$ cat config.mk
export PLATFORM = sky130hd
export DESIGN_NAME = predistort_tap_sched
export DESIGN_NICKNAME = d
export VERILOG_FILES = /design/src/rtl/predistort_pkg.sv /design/src/rtl/ram_2port.sv /design/src/rtl/predistort_tap_sched.sv
export SDC_FILE = /design/constraint.sdc
export NUM_CORES = 2
export LEC_CHECK = 0
export BUFFER_PORTS_ARGS = -buffer_cell sky130_fd_sc_hd__buf_2
export CAP_MARGIN = 30
export CORE_ASPECT_RATIO = 1.5
export CORE_MARGIN = 2
export CORE_UTILIZATION = 55
export CTS_CLUSTER_DIAMETER = 50
export DETAILED_ROUTE_END_ITERATION = 8
export PLACE_DENSITY = 0.7
export RECOVER_POWER = 25
export SETUP_SLACK_MARGIN = 0.3
export SYNTH_ARGS = -nofsm -noshare
export SYNTH_HDL_FRONTEND = slang
export SYNTH_HIERARCHICAL = 1
export SYNTH_SLANG_ARGS = --single-unit
$ cat constraint.sdc
create_clock -name ce_clk -period 3.45 [get_ports ce_clk]
set_input_delay 0.5175 -clock ce_clk [delete_from_list [all_inputs] [get_ports ce_clk]]
set_output_delay 0.5175 -clock ce_clk [all_outputs]
set_load 0.01 [all_outputs]
$ cat src/rtl/predistort_pkg.sv
// Shared definitions for the predistorter tap-table scheduler: register map,
// readback layout and FSM state encoding.
package predistort_pkg;

  localparam int REG_ADDR_OFF   = 0;
  localparam int REG_DATA_OFF   = 1;
  localparam int REG_COMMIT_OFF = 2;

  localparam logic [7:0] RB_STATUS_ADDR = 8'd0;
  localparam int RB_BUSY_BIT    = 0;
  localparam int RB_PENDING_LSB = 16;
  localparam int RB_DROP_LSB    = 32;
  localparam int RB_DONE_LSB    = 48;

  localparam logic [63:0] BAD_RB = 64'hBEEE_EEEE_EEEE_EEEF;

  typedef enum logic [1:0] {
    IDLE,
    READ,
    SEND
  } state_t;

endpackage

$ cat src/rtl/ram_2port.sv
// Simple dual-port table RAM: one write port, one read port with a single
// registered read stage.
module ram_2port #(
  parameter int DEPTH = 256,
  parameter int WIDTH = 16,
  parameter int AW    = $clog2(DEPTH)
) (
  input  logic             clk,
  input  logic             rst,
  input  logic             we,
  input  logic [AW-1:0]    waddr,
  input  logic [WIDTH-1:0] wdata,
  input  logic             re,
  input  logic [AW-1:0]    raddr,
  output logic [WIDTH-1:0] rdata
);

  logic [WIDTH-1:0] mem [DEPTH];

  // NOTE: the storage array is deliberately not reset (it maps onto block RAM);
  // only the read register is, so the output is defined from reset onward.
  always_ff @(posedge clk) begin
    if (we) mem[waddr] <= wdata;
  end

  always_ff @(posedge clk) begin
    if (rst)     rdata <= '0;
    else if (re) rdata <= mem[raddr];
  end

endmodule

$ cat src/rtl/predistort_tap_sched.sv
// Stages one tap table from the settings bus and streams it round-robin to each
// committed predistorter channel. Define PREDISTORT_TAP_SCHED_STATS_EN for counters.
module predistort_tap_sched
  import predistort_pkg::*;
#(
  parameter int NUM_CHANNELS = 4,
  parameter int WIDTH        = 16,
  parameter int NUM_TAPS     = 256,
  parameter int SR_TAP_BASE  = 129
) (
  input  logic                    ce_clk,
  input  logic                    ce_rst,
  input  logic                    set_stb,
  input  logic [7:0]              set_addr,
  input  logic [31:0]             set_data,
  input  logic [7:0]              rb_addr,
  output logic [63:0]             rb_data,
  output logic [WIDTH-1:0]        taps_tdata,
  output logic                    taps_tlast,
  output logic [NUM_CHANNELS-1:0] taps_tvalid,
  input  logic [NUM_CHANNELS-1:0] taps_tready,
  output logic                    busy
);

  localparam int PTR_W = $clog2(NUM_TAPS);
  localparam int CH_W  = (NUM_CHANNELS > 1) ? $clog2(NUM_CHANNELS) : 1;
  localparam logic [PTR_W-1:0] LAST_PTR   = PTR_W'(NUM_TAPS - 1);
  localparam logic [7:0]       ADDR_REG   = 8'(SR_TAP_BASE + REG_ADDR_OFF);
  localparam logic [7:0]       DATA_REG   = 8'(SR_TAP_BASE + REG_DATA_OFF);
  localparam logic [7:0]       COMMIT_REG = 8'(SR_TAP_BASE + REG_COMMIT_OFF);

  state_t                  state_q, state_d;
  logic [PTR_W-1:0]        wr_ptr_q, rd_ptr_q;
  logic [NUM_CHANNELS-1:0] pending_q, pending_d, commit_mask, served_mask;
  logic [CH_W-1:0]         cur_q, last_served_q, pick;
  logic                    start, advance, finish, ram_re;
  logic                    addr_wr, data_wr, commit_wr, data_accept;
  logic [15:0]             done_cnt, drop_cnt;
  logic [63:0]             rb_status;
  logic                    unused_set_data;

  assign addr_wr     = set_stb && (set_addr == ADDR_REG);
  assign data_wr     = set_stb && (set_addr == DATA_REG);
  assign commit_wr   = set_stb && (set_addr == COMMIT_REG);
  assign data_accept = data_wr && (state_q == IDLE);
  assign busy        = (state_q != IDLE);
  assign unused_set_data = ^set_data;

  // Round-robin pick: first pending channel strictly after the last one served.
  always_comb begin
    pick = last_served_q;
    for (int i = NUM_CHANNELS; i >= 1; i--) begin
      if (pending_q[CH_W'((int'(last_served_q) + i) % NUM_CHANNELS)])
        pick = CH_W'((int'(last_served_q) + i) % NUM_CHANNELS);
    end
  end

  always_ff @(posedge ce_clk) begin
    if (ce_rst) state_q <= IDLE;
    else        state_q <= state_d;
  end

  // NOTE: every output of this block gets a default first, so no path can
  // leave a signal unassigned and infer a latch.
  always_comb begin
    state_d     = state_q;
    start       = 1'b0;
    advance     = 1'b0;
    finish      = 1'b0;
    ram_re      = 1'b0;
    taps_tvalid = '0;
    taps_tlast  = 1'b0;
    case (state_q)
      IDLE: begin
        if (|pending_q) begin
          start   = 1'b1;
          state_d = READ;
        end
      end
      READ: begin
        ram_re  = 1'b1;
        state_d = SEND;
      end
      SEND: begin
        taps_tvalid[cur_q] = 1'b1;
        taps_tlast         = (rd_ptr_q == LAST_PTR);
        if (taps_tready[cur_q]) begin
          if (taps_tlast) begin
            finish  = 1'b1;
            state_d = IDLE;
          end else begin
            advance = 1'b1;
            state_d = READ;
          end
        end
      end
      default: state_d = IDLE;
    endcase
  end

  // A commit landing on the final handshake re-arms the channel just served.
  always_comb begin
    commit_mask        = commit_wr ? set_data[NUM_CHANNELS-1:0] : '0;
    served_mask        = '0;
    served_mask[cur_q] = finish;
    pending_d          = (pending_q & ~served_mask) | commit_mask;
  end

  // NOTE: sequential state uses non-blocking assignments only, so every
  // register samples values from before the edge regardless of block order.
  always_ff @(posedge ce_clk) begin
    if (ce_rst) begin
      wr_ptr_q      <= '0;
      rd_ptr_q      <= '0;
      pending_q     <= '0;
      cur_q         <= '0;
      last_served_q <= CH_W'(NUM_CHANNELS - 1);
    end else begin
      pending_q <= pending_d;
      if (addr_wr)          wr_ptr_q <= set_data[PTR_W-1:0];
      else if (data_accept) wr_ptr_q <= wr_ptr_q + PTR_W'(1);
      if (start) begin
        cur_q    <= pick;
        rd_ptr_q <= '0;
      end
      if (advance) rd_ptr_q      <= rd_ptr_q + PTR_W'(1);
      if (finish)  last_served_q <= cur_q;
    end
  end

  ram_2port #(
    .DEPTH (NUM_TAPS),
    .WIDTH (WIDTH),
    .AW    (PTR_W)
  ) u_ram (
    .clk   (ce_clk),
    .rst   (ce_rst),
    .we    (data_accept),
    .waddr (wr_ptr_q),
    .wdata (set_data[WIDTH-1:0]),
    .re    (ram_re),
    .raddr (rd_ptr_q),
    .rdata (taps_tdata)
  );

`ifdef PREDISTORT_TAP_SCHED_STATS_EN
  always_ff @(posedge ce_clk) begin
    if (ce_rst) begin
      done_cnt <= '0;
      drop_cnt <= '0;
    end else begin
      if (finish) done_cnt <= done_cnt + 16'd1;
      if (data_wr && busy && (drop_cnt != 16'hFFFF)) drop_cnt <= drop_cnt + 16'd1;
    end
  end
`else
  assign done_cnt = '0;
  assign drop_cnt = '0;
`endif

  always_comb begin
    rb_status                          = '0;
    rb_status[RB_BUSY_BIT]             = busy;
    rb_status[RB_PENDING_LSB +: 16]    = 16'(pending_q);
    rb_status[RB_DROP_LSB +: 16]       = drop_cnt;
    rb_status[RB_DONE_LSB +: 16]       = done_cnt;
    rb_data = (rb_addr == RB_STATUS_ADDR) ? rb_status : BAD_RB;
  end

endmodule

Yosys cells after proc, flatten, opt, wreduce, memory -nomap -nowiden
Memories as Yosys holds them, arrays and structs flattened. A register that Yosys moved wholly into a read port is not among the register bits.
Cells that the tools add are included.
Cells by class
  mux-type cells: 43
  add/sub/neg operators: 6
  reductions and logical operators: 12
  bitwise gates (word level): 4
  magnitude comparators: 6
  equality and inequality tests: 8
Operator list (number)
  $mux 64: 1
  $eq 8x8->1 const B: 4
  $mux 8: 4
  $mux 1: 23
  $add 8x1->8 const B: 2
  $lt 2x4->1 const B: 4
  $mux 2: 6
  $bmux 1 s2: 5
  $and 4x4->4: 2
  $logic_not 8->1: 1
  $mux 4: 2
  $pmux 2 s3: 1
  $reduce_bool 2->1: 3
  $logic_and 1x1->1: 5
  $add 2x1->2 const B: 2
  $add 2x2->2 const B: 2
  $not 4->4: 1
  $or 4x4->4: 1
  $reduce_or 4->1: 1
  $lt 2x3->1 const B: 1
  $demux 1 s2: 1
  $eq 2x1->1 const B: 1
  $eq 2x2->1 const B: 1
  $ge 2x1->1 const B: 1
  4 further kinds: 4
Storage, ports and cells
  output and inout port bits: 86
  memories: 1
  flip-flop bits (word level): 26
  bits in writable memories: 4096
Memories
  u_ram.mem: words 256, width 16, rd ports 1, clocked after Yosys merged registers in 1, wr ports 1, line ram_2port.sv:18  | logic [WIDTH-1:0] mem [DEPTH];

Depth between registers and ports, before layout
  depth after elaboration: 8
  depth in mapped cells: 13
  mapped depth without buffers: 7

Cells and area by module
Netlist, hierarchy kept.
Modules (own cells, without submodules)
  ram_2port: area an instance 158948.7 sq um, cells each 7586, times used 1
  predistort_tap_sched: area an instance 2034.5 sq um, cells each 251, times used 1

Worst setup path before layout
No wires, ideal clock.
  path kind: input port to flip-flop
  from: input port set_addr[5]
  to: memory u_ram.mem[234][0], enable pin
  data required time: 3062 ps
  slack: 50 ps
  setup time: 388 ps
  cell stages on the path: 8
  data arrival time: 3012 ps
  path through: nor4b_4 nand3_1 inv_1 clkbuf_1 clkbuf_1 nand3_1 clkbuf_1 nor2_1
On the way
  word-level cells in the longest chain between the ends: 5
RTL lines
  from (decl): line predistort_tap_sched.sv:14  | input logic [7:0] set_addr,
  $eq 8x8->1: line predistort_tap_sched.sv:43  | assign data_wr = set_stb && (set_addr == DATA_REG);
  $logic_and 1x1->1: line predistort_tap_sched.sv:43
  $logic_and 1x1->1: line predistort_tap_sched.sv:45  | assign data_accept = data_wr && (state_q == IDLE);
  net data_accept: line predistort_tap_sched.sv:37  | logic addr_wr, data_wr, commit_wr, data_accept;
  $mux 1: line ram_2port.sv:23  | if (we) mem[waddr] <= wdata;
  $mux 1 (implied by the code): line ram_2port.sv:23
  to (decl): line ram_2port.sv:18
The timed path passes the listed nets, and every way through them passes these cells.

==> run metrics <==
peak supply drop 397 uV; Crit. End Element flop; Worst Path Required approximately 4.2 ns; CTS buffer count 361; nets slightly below 9000; final worst slack 0.216 ns; top cells by instance count after synthesis edfxtp_1, mux2i_1, mux4_2; fraction of layout cells with a size suffix above 1 28.7%; Synth Area in Simple Gates 2.25%; Antenna Nets Post-Route 0; Routed WL per cell approximately 37 um; critical path class reg2reg; clock skew around 0.054 ns; post-synth top area share between 70% and 80%; Leak ~57 nW; Final GP Congestion between 0.9 and 1; drt total wl about 470000 um; Hold Crit Class in2reg; R2R Setup Slk 0.22 ns; number of max-cap violations 18; Clock Latency Late Sink ~0.94 ns; Initial Util 55.2%; max-slew violations 1518; WP data arrival 4.01 ns; CTS H-Tree Depth 5; clk buf depth 4; xor/xnor cell area share of the yosys netlist 0.0109%; R2R depth 11; reg-to-reg critical path startpoint rd_ptr_q[0]; Worst Hold Path Cells 3; final setup fails 0; failing checks capacitance limit, slew limit; count leader, synth edfxtp_1; Hold EP wr_ptr_q[7]; register area share after synthesis around three quarters; synthesized instance count 7837; Yosys reg bits just over 4000; die area 297000 sq um; Synth async-reset ratio 0%; area leader, netlist edfxtp_1; Worst Path Max Fanout 15; highest clock rate 309 MHz; final instance area about 190000 sq um; vias in the first global route 85400; I/O pins ~140; DRT iter0 DRCs approximately 12000; Compound-Gate Fraction of Synth Area 4.06%; DRC 0; core area between 200000 and 300000 sq um; Clock Sinks 4138; outcome complete, but fails checks; DP Wirelength 297000 um; RSZ-0062 raised after global routing true; final core utilization between 60% and 70%; main combinational cell family by area after synthesis multiplexers; post-place setup slack -0.287 ns; total chip power 0.0961 W; Post-CTS Hold Fix Bufs 0; top cells by area, synth edfxtp_1, mux4_2, mux2i_1; period utilisation layout between 90% and 100%; post-route minimum period between 3 and 4 ns; count of cell types in the netlist just over 80; largest net degree at the start of global routing 114; Pwr Density 519 nW/um^2; DRT Pass-1 Iters 6; CP startpoint kind flop; Die Y 667 um; DR vias about 87000; Post-Synth Adder-Cell Area 0.0155%; hold_sp set_addr[0]; total grt overflow 0; Cell Area, Placed approximately 170000 sq um; clk slew on worst S/H paths 0.07 ns; area growth from synthesis to layout 15.0%; Worst Hold Slack approximately 0.067 ns; Post-Syn Area 161000 sq um; Fin. Hold Viols 0; Slew headroom -128%; mux cell area share after synthesis 14.3%; worst r2r dst u_ram/rdata[13]; clk root buf clkbuf_16; DR vias/cell around 6.7; Core Rows 243; Chip Width 446 um; Worst Max-Slew Pin Slew 3.42 ns; Fillers ~19000; post-synthesis area per instance 20.5 sq um; CTS tree yes; Post-synth EDFFs about 4000; synth warn 6; initial antenna violation count 38; first-pass GRT wire length roughly 650000 um; ys flop type edfxtp_1; # port buffers 110; GRT Total Usage 31.3%
-- per-layer routing --
metal  up-vias  global-route usage, %  part of all wire (%)
met5         -                      0                 0.014
met4        10                   23.2                   8.7
met3      1239                   5.64                   9.8
met2      5669                   50.5                    49
met1     45000                   38.1                    33
li1      34600                      -                     -
-- timing repair --
action	4_1_cts	5_1_grt
buffers inserted	31	36
gates resized for setup	106	92
gates cloned	9	10
pin swaps	6	7
endpoints found under the setup margin	17	16
-- cell families after synthesis --
family	after synthesis
and+or+nand+nor	810
other	1
adders and majority gates	2
muxes	1411
xor gates and xnor gates	2
AOI/OAI and AO/OA	937
buffers and inverters	536
DFF	4138
-- metrics by stage --
stage | cells | TNS [ns]
2_1_floorplan | 7850 | 0
3_3_place_gp | 12100 | -1.01
4_1_cts | 12800 | 0
6_report | 12900 | 0
5_1_grt | 12900 | 0
3_5_place_dp | 12100 | -0.421
-- layout by cell type, fill, tap and decap left out, drive strengths merged, types with 18 or more instances in the layout --
master	instances
edfxtp	4096
buf	1041
mux4	704
mux2i	697
clkbuf	474
nor2	306
nand2	250
o22ai	232
clkinv	157
a21oi	149
o221ai	128
o21ai	100
a211oi	91
nand3	76
a22oi	75
a2111oi	50
nor3	49
dfxtp	42
bufinv	30
diode	28
nand4	27
inv	22
a221oi	18
-- worst max-delay path, stage by stage (launching register included) --
cell and delay, ns:
dfxtp_4 0.41, buf_4 0.20, buf_12 0.19, buf_16 0.19, buf_4 0.13, mux4_2 0.51
a211oi_1 0.54, a22oi_1 0.19, and3_1 0.20, buf_4 0.17, nand4_1 0.19, o211ai_1 0.12
-- where the power goes --
group | switching [W] | internal, W | leakage, nW | total [W]
Combinational | 0.00101 | 0.000131 | 14.0 | 0.00114
Clock | 0.0178 | 0.0219 | 5.58 | 0.0398
Sequential | 0.00000246 | 0.0552 | 37.1 | 0.0552
-- registers in the layout (all words and copies together), names as in the netlist --
name	cells
rd_ptr_q	8
last_served_q	2
u_ram/mem	4096
state_q	2
u_ram/rdata	16
pending_q	4
cur_q	2
wr_ptr_q	8
-- worst max path at each step --
stage | from | endpoint | slack [ns] | cells past startpoint
after CTS | rd_ptr_q[0] | u_ram/rdata[0] | 0.26 | 11
after global routing | set_data[1] | u_ram/mem[9][1] | 0.16 | 2
after detailed placement | rd_ptr_q[0] | u_ram/rdata[1] | -0.29 | 11
final | rd_ptr_q[0] | u_ram/rdata[13] | 0.22 | 11
after floorplan | set_addr[5] | u_ram/mem[223][0] | 0.09 | 8
after global placement | rd_ptr_q[4] | u_ram/rdata[12] | -0.37 | 9
-- final cells by class --
type                            count  area (sq um)  area share [%]
Sequential cell                  4138        124000            66.9
Timing Repair Buffer             1094         10300            5.58
Antenna cell                       28          70.1          0.0378
Multi-Input combinational cell   3176         34700            18.8
Inverter                           13          61.3          0.0331
Tap cell                         3797          4750            2.57
Clock inverter                    212          1860            1.00
Clock buffer                      430          9520            5.14
Note: power is estimated with default switching activity, not from simulation.
